### config.mk
export PLATFORM = sky130hd
export DESIGN_NAME = id_ex_pipe_reg
export DESIGN_NICKNAME = d
export VERILOG_FILES = /design/src/rtl/id_ex_pipe_reg.sv
export SDC_FILE = /design/constraint.sdc
export NUM_CORES = 1
export LEC_CHECK = 0
export CORE_AREA = 4 4 146 148
export DETAILED_ROUTE_END_ITERATION = 6
export DIE_AREA = 0 0 150 152
export PLACE_DENSITY = 0.79
export SYNTH_ARGS = -nofsm -noshare
export SYNTH_HDL_FRONTEND = slang
export SYNTH_SLANG_ARGS = --single-unit
### constraint.sdc
create_clock -name CLK -period 1.7 [get_ports CLK]
set_clock_uncertainty 0.2 [all_clocks]
set_input_delay 0.34 -clock CLK [delete_from_list [all_inputs] [get_ports CLK]]
set_output_delay 0.34 -clock CLK [all_outputs]
set_load 0.02 [all_outputs]
### src/rtl/id_ex_pipe_reg.sv
// Decode-to-execute pipeline register with stall, flush and per-slot valid tracking.
// Invalid slots are captured with their side-effecting controls cleared, so they act as bubbles.
module id_ex_pipe_reg #(
  parameter int XLEN = 32
) (
  input  logic            CLK,
  input  logic            RST,
  input  logic            StallE,
  input  logic            FlushE,
  input  logic            ValidD,
  input  logic            RegWriteD,
  input  logic            MemWriteD,
  input  logic            JumpD,
  input  logic            BranchD,
  input  logic            ALUSrcD,
  input  logic [1:0]      ResultSrcD,
  input  logic [2:0]      ALUControlD,
  input  logic [XLEN-1:0] RD1D,
  input  logic [XLEN-1:0] RD2D,
  input  logic [XLEN-1:0] ImmExtD,
  input  logic [XLEN-1:0] PCD,
  input  logic [XLEN-1:0] PCPlus4D,
  input  logic [4:0]      Rs1D,
  input  logic [4:0]      Rs2D,
  input  logic [4:0]      RdD,
  output logic            ValidE,
  output logic            RegWriteE,
  output logic            MemWriteE,
  output logic            JumpE,
  output logic            BranchE,
  output logic            ALUSrcE,
  output logic [1:0]      ResultSrcE,
  output logic [2:0]      ALUControlE,
  output logic [XLEN-1:0] RD1E,
  output logic [XLEN-1:0] RD2E,
  output logic [XLEN-1:0] ImmExtE,
  output logic [XLEN-1:0] PCE,
  output logic [XLEN-1:0] PCPlus4E,
  output logic [4:0]      Rs1E,
  output logic [4:0]      Rs2E,
  output logic [4:0]      RdE
);

  typedef struct packed {
    logic            valid;
    logic            reg_write;
    logic            mem_write;
    logic            jump;
    logic            branch;
    logic            alu_src;
    logic [1:0]      result_src;
    logic [2:0]      alu_control;
    logic [XLEN-1:0] rd1;
    logic [XLEN-1:0] rd2;
    logic [XLEN-1:0] imm_ext;
    logic [XLEN-1:0] pc;
    logic [XLEN-1:0] pc_plus4;
    logic [4:0]      rs1;
    logic [4:0]      rs2;
    logic [4:0]      rd;
  } slot_t;

  slot_t slot_next;
  slot_t slot_reg;

  // Gate only the controls that change architectural state or redirect the PC.
  always_comb begin
    slot_next             = '0;
    slot_next.valid       = ValidD;
    slot_next.reg_write   = RegWriteD & ValidD;
    slot_next.mem_write   = MemWriteD & ValidD;
    slot_next.jump        = JumpD & ValidD;
    slot_next.branch      = BranchD & ValidD;
    slot_next.alu_src     = ALUSrcD;
    slot_next.result_src  = ResultSrcD;
    slot_next.alu_control = ALUControlD;
    slot_next.rd1         = RD1D;
    slot_next.rd2         = RD2D;
    slot_next.imm_ext     = ImmExtD;
    slot_next.pc          = PCD;
    slot_next.pc_plus4    = PCPlus4D;
    slot_next.rs1         = Rs1D;
    slot_next.rs2         = Rs2D;
    slot_next.rd          = RdD;
  end

  // Flush takes priority over stall.
  always_ff @(posedge CLK or negedge RST) begin
    if (!RST) begin
      slot_reg <= '0;
    end else if (FlushE) begin
      slot_reg <= '0;
    end else if (!StallE) begin
      slot_reg <= slot_next;
    end
  end

  assign ValidE      = slot_reg.valid;
  assign RegWriteE   = slot_reg.reg_write;
  assign MemWriteE   = slot_reg.mem_write;
  assign JumpE       = slot_reg.jump;
  assign BranchE     = slot_reg.branch;
  assign ALUSrcE     = slot_reg.alu_src;
  assign ResultSrcE  = slot_reg.result_src;
  assign ALUControlE = slot_reg.alu_control;
  assign RD1E        = slot_reg.rd1;
  assign RD2E        = slot_reg.rd2;
  assign ImmExtE     = slot_reg.imm_ext;
  assign PCE         = slot_reg.pc;
  assign PCPlus4E    = slot_reg.pc_plus4;
  assign Rs1E        = slot_reg.rs1;
  assign Rs2E        = slot_reg.rs2;
  assign RdE         = slot_reg.rd;

endmodule

Word-level counts from Yosys, hierarchy flattened:

Index checks and enable logic that the tools add are counted.

* register bits: 186
* output and inout port bits: 186
* word-level logic and storage cells: 23

* muxes and demuxes: 2
* bitwise logic cells: 4
* equality and inequality tests: 1

Operators with widths (number)
* two-way mux 186 bit: 2
* AND 1 bit: 4
* inequality test 2 x 1 -> 1 bit, second input constant: 1

Longest topological paths before layout:

* word-level depth: 3
* gate-level depth with buffers: 5
* gate-level depth less buffers: 2

Worst setup path before layout:

Ideal clock, no wire load.

* path kind: input -> register
* start: in StallE
* end: reg slot_reg, in the netlist RD1E[0]
* setup time: 0.132 ns
* required time: 1.368 ns
* stages on the path: 5
* buffers on the path: 3
* data arrival time: 1.016 ns
* setup slack: 0.353 ns
* path through: buf_4 > buf_6 > buf_6 > mux2i_1 > nor2_1

* cells in the longest elaborated chain, start to end: 1

Ends and longest elaborated chain
* from (decl): line 8 `input logic StallE,`
* inequality test 2 x 1 -> 1 bit (no line)
* to (signal assigned): line 94 `slot_reg <= slot_next;`
* to (decl): line 64 `slot_t slot_reg;`

No other way between the ends.
A chain may end at the register's enable or synchronous reset.

Worst setup path after layout:

* start: reg slot_reg, in the netlist Rs1E[2]
* end: out Rs1E[2]

RTL lines
* to (decl): line 39 `output logic [4:0] Rs1E,`

No word-level cell between the ends.

==> flow_summary.ini <==
[timing]
finalHoldViolations = 0
timing.final.setup_violations = 0
rsz_0062_raised_after_global_routing = no
setup_ws_ps = 29.5
totalNegativeSetupSlack_ps = 0
maxClockFrequency_mhz = 599
maxSlewViolCount = 0
final_min_period_over_clock_period_pct = 98.3
worst_slew_pin_slew_ps = 385
timing.slew.headroom_pct = 74.3
final_period_minus_worst_setup_slack_ps = 1670

[pwr]
power_density_nw_per_um2 = 879
internal_power_mw = 7.67
power_switching_mw = 2.96
share_seq_of_total_power_pct = 45.2
share_clk_of_total_power_pct = 36.4
max-vdd-ir-drop_mv = 0.805
power.combinational.fraction_pct = 18.4
power_leakage_nw = 6.07
switching_share_pct = 27.8

[place]
hpwlAfterDp_mm = 17.8
gp_congestion = 0.825
numPortBuffers = 375
place_inst = 1242
place_worst_setup_slack_ps = 133

[logic_synthesis]
count_of_state_elements_after_synthesis = 186
synth_top_area_cell = sky130_fd_sc_hd__dfrtp_1
post_synth_top_area_share_pct = 62.0
synth_cells = 604
yosys.cell_types.count = 11
ys_top_cells_by_area = sky130_fd_sc_hd__dfrtp_1, sky130_fd_sc_hd__mux2i_1, sky130_fd_sc_hd__nor2_1
post_synthesis_compound_gate_area_fraction_pct = 0.267
synthMuxAreaShare_pct = 24.3
postSynthNetCount = 794
post_synth_instance_area_um2 = 7500
synth_adder_area_share_pct = 0
yosys_warnings = 0
seq_total_area_yosys_pct = 62.0
synth_top_family_by_area = multiplexers
synth.avg_cell_area_um2 = 12.4
simple_gate_share_of_the_synthesized_area_pct = 9.70
xor_xnor_cell_area_share_of_the_yosys_netlist_pct = 0

[die]
core_um2 = 20000
start_util_pct = 37.5
die_height_um = 152
number_of_cell_rows = 52
die_area_um2 = 22800
die_width_um = 150
floorplan.io_pins = 376

[final_layout]
top_library_cells_by_usage_in_the_layout_fill_and_taps_aside = sky130_fd_sc_hd__dfrtp_1, sky130_fd_sc_hd__clkdlybuf4s50_1, sky130_fd_sc_hd__mux2i_1, sky130_fd_sc_hd__nor2_1, sky130_fd_sc_hd__clkdlybuf4s15_1
finish.utilization_pct = 60.4
design.final.nets = 1182
final_layout_size_suffix_gt1_share_pct = 12.1
fill_cells = 1689
area_delta_synth_final_pct = 61.2
antenna_diode_instance_count = 0
fin_cells = 1275

[cts]
cts_inserted_buffers = 17
clock_sink_count = 186
h-tree-depth = 4
clock_insertion_delay_worst_skew_ps = 420
clock-root-buffer = sky130_fd_sc_hd__clkbuf_16
tritoncts_clock_tree = built
clkTransAtPathRegs_ps = 70
cts.repair_timing.setup_buffer_count = 0
buffer_depth_of_the_longest_clock_path = 2

[critical_path]
timing.critical_path.arrival_ps = 1130
critical_path.startpoint_type = register
path_delay_family = flip-flops
worstSetupEndpointType = output pin
crit_slowest_cell = sky130_fd_sc_hd__dfrtp_1
worst-path-max-fanout = 2
critPathBufInv = 1
critical_path.max_stage_delay_ps = 380
list_of_cells_traversed_by_the_critical_path = dlygate4sd2_1
crit_path_required_time_ps = 1160
class_of_the_most_critical_setup_path = reg2out

[global_routing]
grt_start_max_net_pins = 40
first_global_vias = 6591
grt_antenna_before_repair = 0
grt_total_ovfl = 0
grt_first_pass_wirelength_mm = 36.1
gr-usage-all-layers_pct = 20.2

[route]
via_to_cell_ratio = 4.68
detailedRoute.firstIterationViolations = 280
remaining_drc_errors = 0
wl_per_cell_um = 18.3
vias = 5963
drt.antenna.violating_nets = 0
finalWirelength_mm = 23.3
drt_pre_antenna_iters = 4

[hold_path]
min-delay-path-class = in2reg

[run_status]
result_of_the_run = finished clean

[run]
maxCapViolations = 0
-- power by group through the flow --
stage               Clock, mW  Sequential [mW]  Combinational (mW)
global route             4.19             4.83                2.10
floorplan                   0             5.19               0.553
global placement            0             4.87                2.11
detailed placement          0             4.89                2.13
CTS                      3.99             4.80                1.99
finish                   3.87             4.80                1.95
-- flip-flops by register name, indices dropped and copies added (netlist names) --
register,flops
MemWriteE,1
ImmExtE,32
RD1E,32
ResultSrcE,2
Rs1E,5
PCPlus4E,32
ALUSrcE,1
RegWriteE,1
PCE,32
BranchE,1
RdE,5
RD2E,32
Rs2E,5
ValidE,1
JumpE,1
ALUControlE,3
-- stage by stage --
stage | power, mW | area [µm²] | hold WS (ps)
2_1_floorplan | 5.74 | 7500 | -156
3_3_place_gp | 6.98 | 11800 | 50.8
3_5_place_dp | 7.02 | 11800 | 43.3
4_1_cts | 10.8 | 12200 | 117
5_1_grt | 11.1 | 12100 | 127
6_report | 10.6 | 12100 | 126
-- final timing paths --
kind                       cells after the start      from           to  slack (ps)
min                                            2    FlushE      Rs2E[0]         130
max in group asynchronous                      3       RST  ImmExtE[11]         570
max reg2reg                                    2   RD1E[5]      RD1E[5]         740
min reg2reg                                    2  RD2E[20]     RD2E[20]         320
max                                            1   Rs1E[2]      Rs1E[2]          30
min in group asynchronous                      2       RST     RD1E[15]         170
-- final cells by class --
type / count / area (µm²) / area share (%)
sequential: 186 / 4650 / 38.5
timing repair buffer: 411 / 3950 / 32.7
multi-input combinational: 376 / 2570 / 21.2
clock buffer: 19 / 453 / 3.75
tap: 270 / 338 / 2.79
clock inverter: 13 / 125 / 1.03
-- Yosys cell counts (all sizes together) --
| cell | count |
|---|---|
| nand3b | 4 |
| clkbuf | 11 |
| a21oi | 4 |
| buf | 31 |
| dfrtp | 186 |
| mux2i | 182 |
| nor2 | 182 |
| nand2 | 4 |
-- logic make-up after synthesis --
| group | count (synthesis) |
|---|---|
| AOI/OAI and AO/OA | 4 |
| buffers and inverters | 42 |
| DFF | 186 |
| muxes | 182 |
| and+or+nand+nor | 190 |
-- what timing repair did --
action,in CTS,in global routing
hold buffers,1,0
endpoints found under the hold margin,186,0
resized for setup,258,148
setup endpoints to repair,186,136
-- layer usage --
metal / vias to the layer above / part of all wire, % / GRT usage [%]
met1: 2922 / 38 / 23.2
li1: 2772 / - / -
met5: - / 0 / 0
met3: 28 / 9.5 / 7.98
met4: 0 / 1.6 / 4.92
met2: 241 / 51 / 35.1
Power figures use the tool's default switching activity.
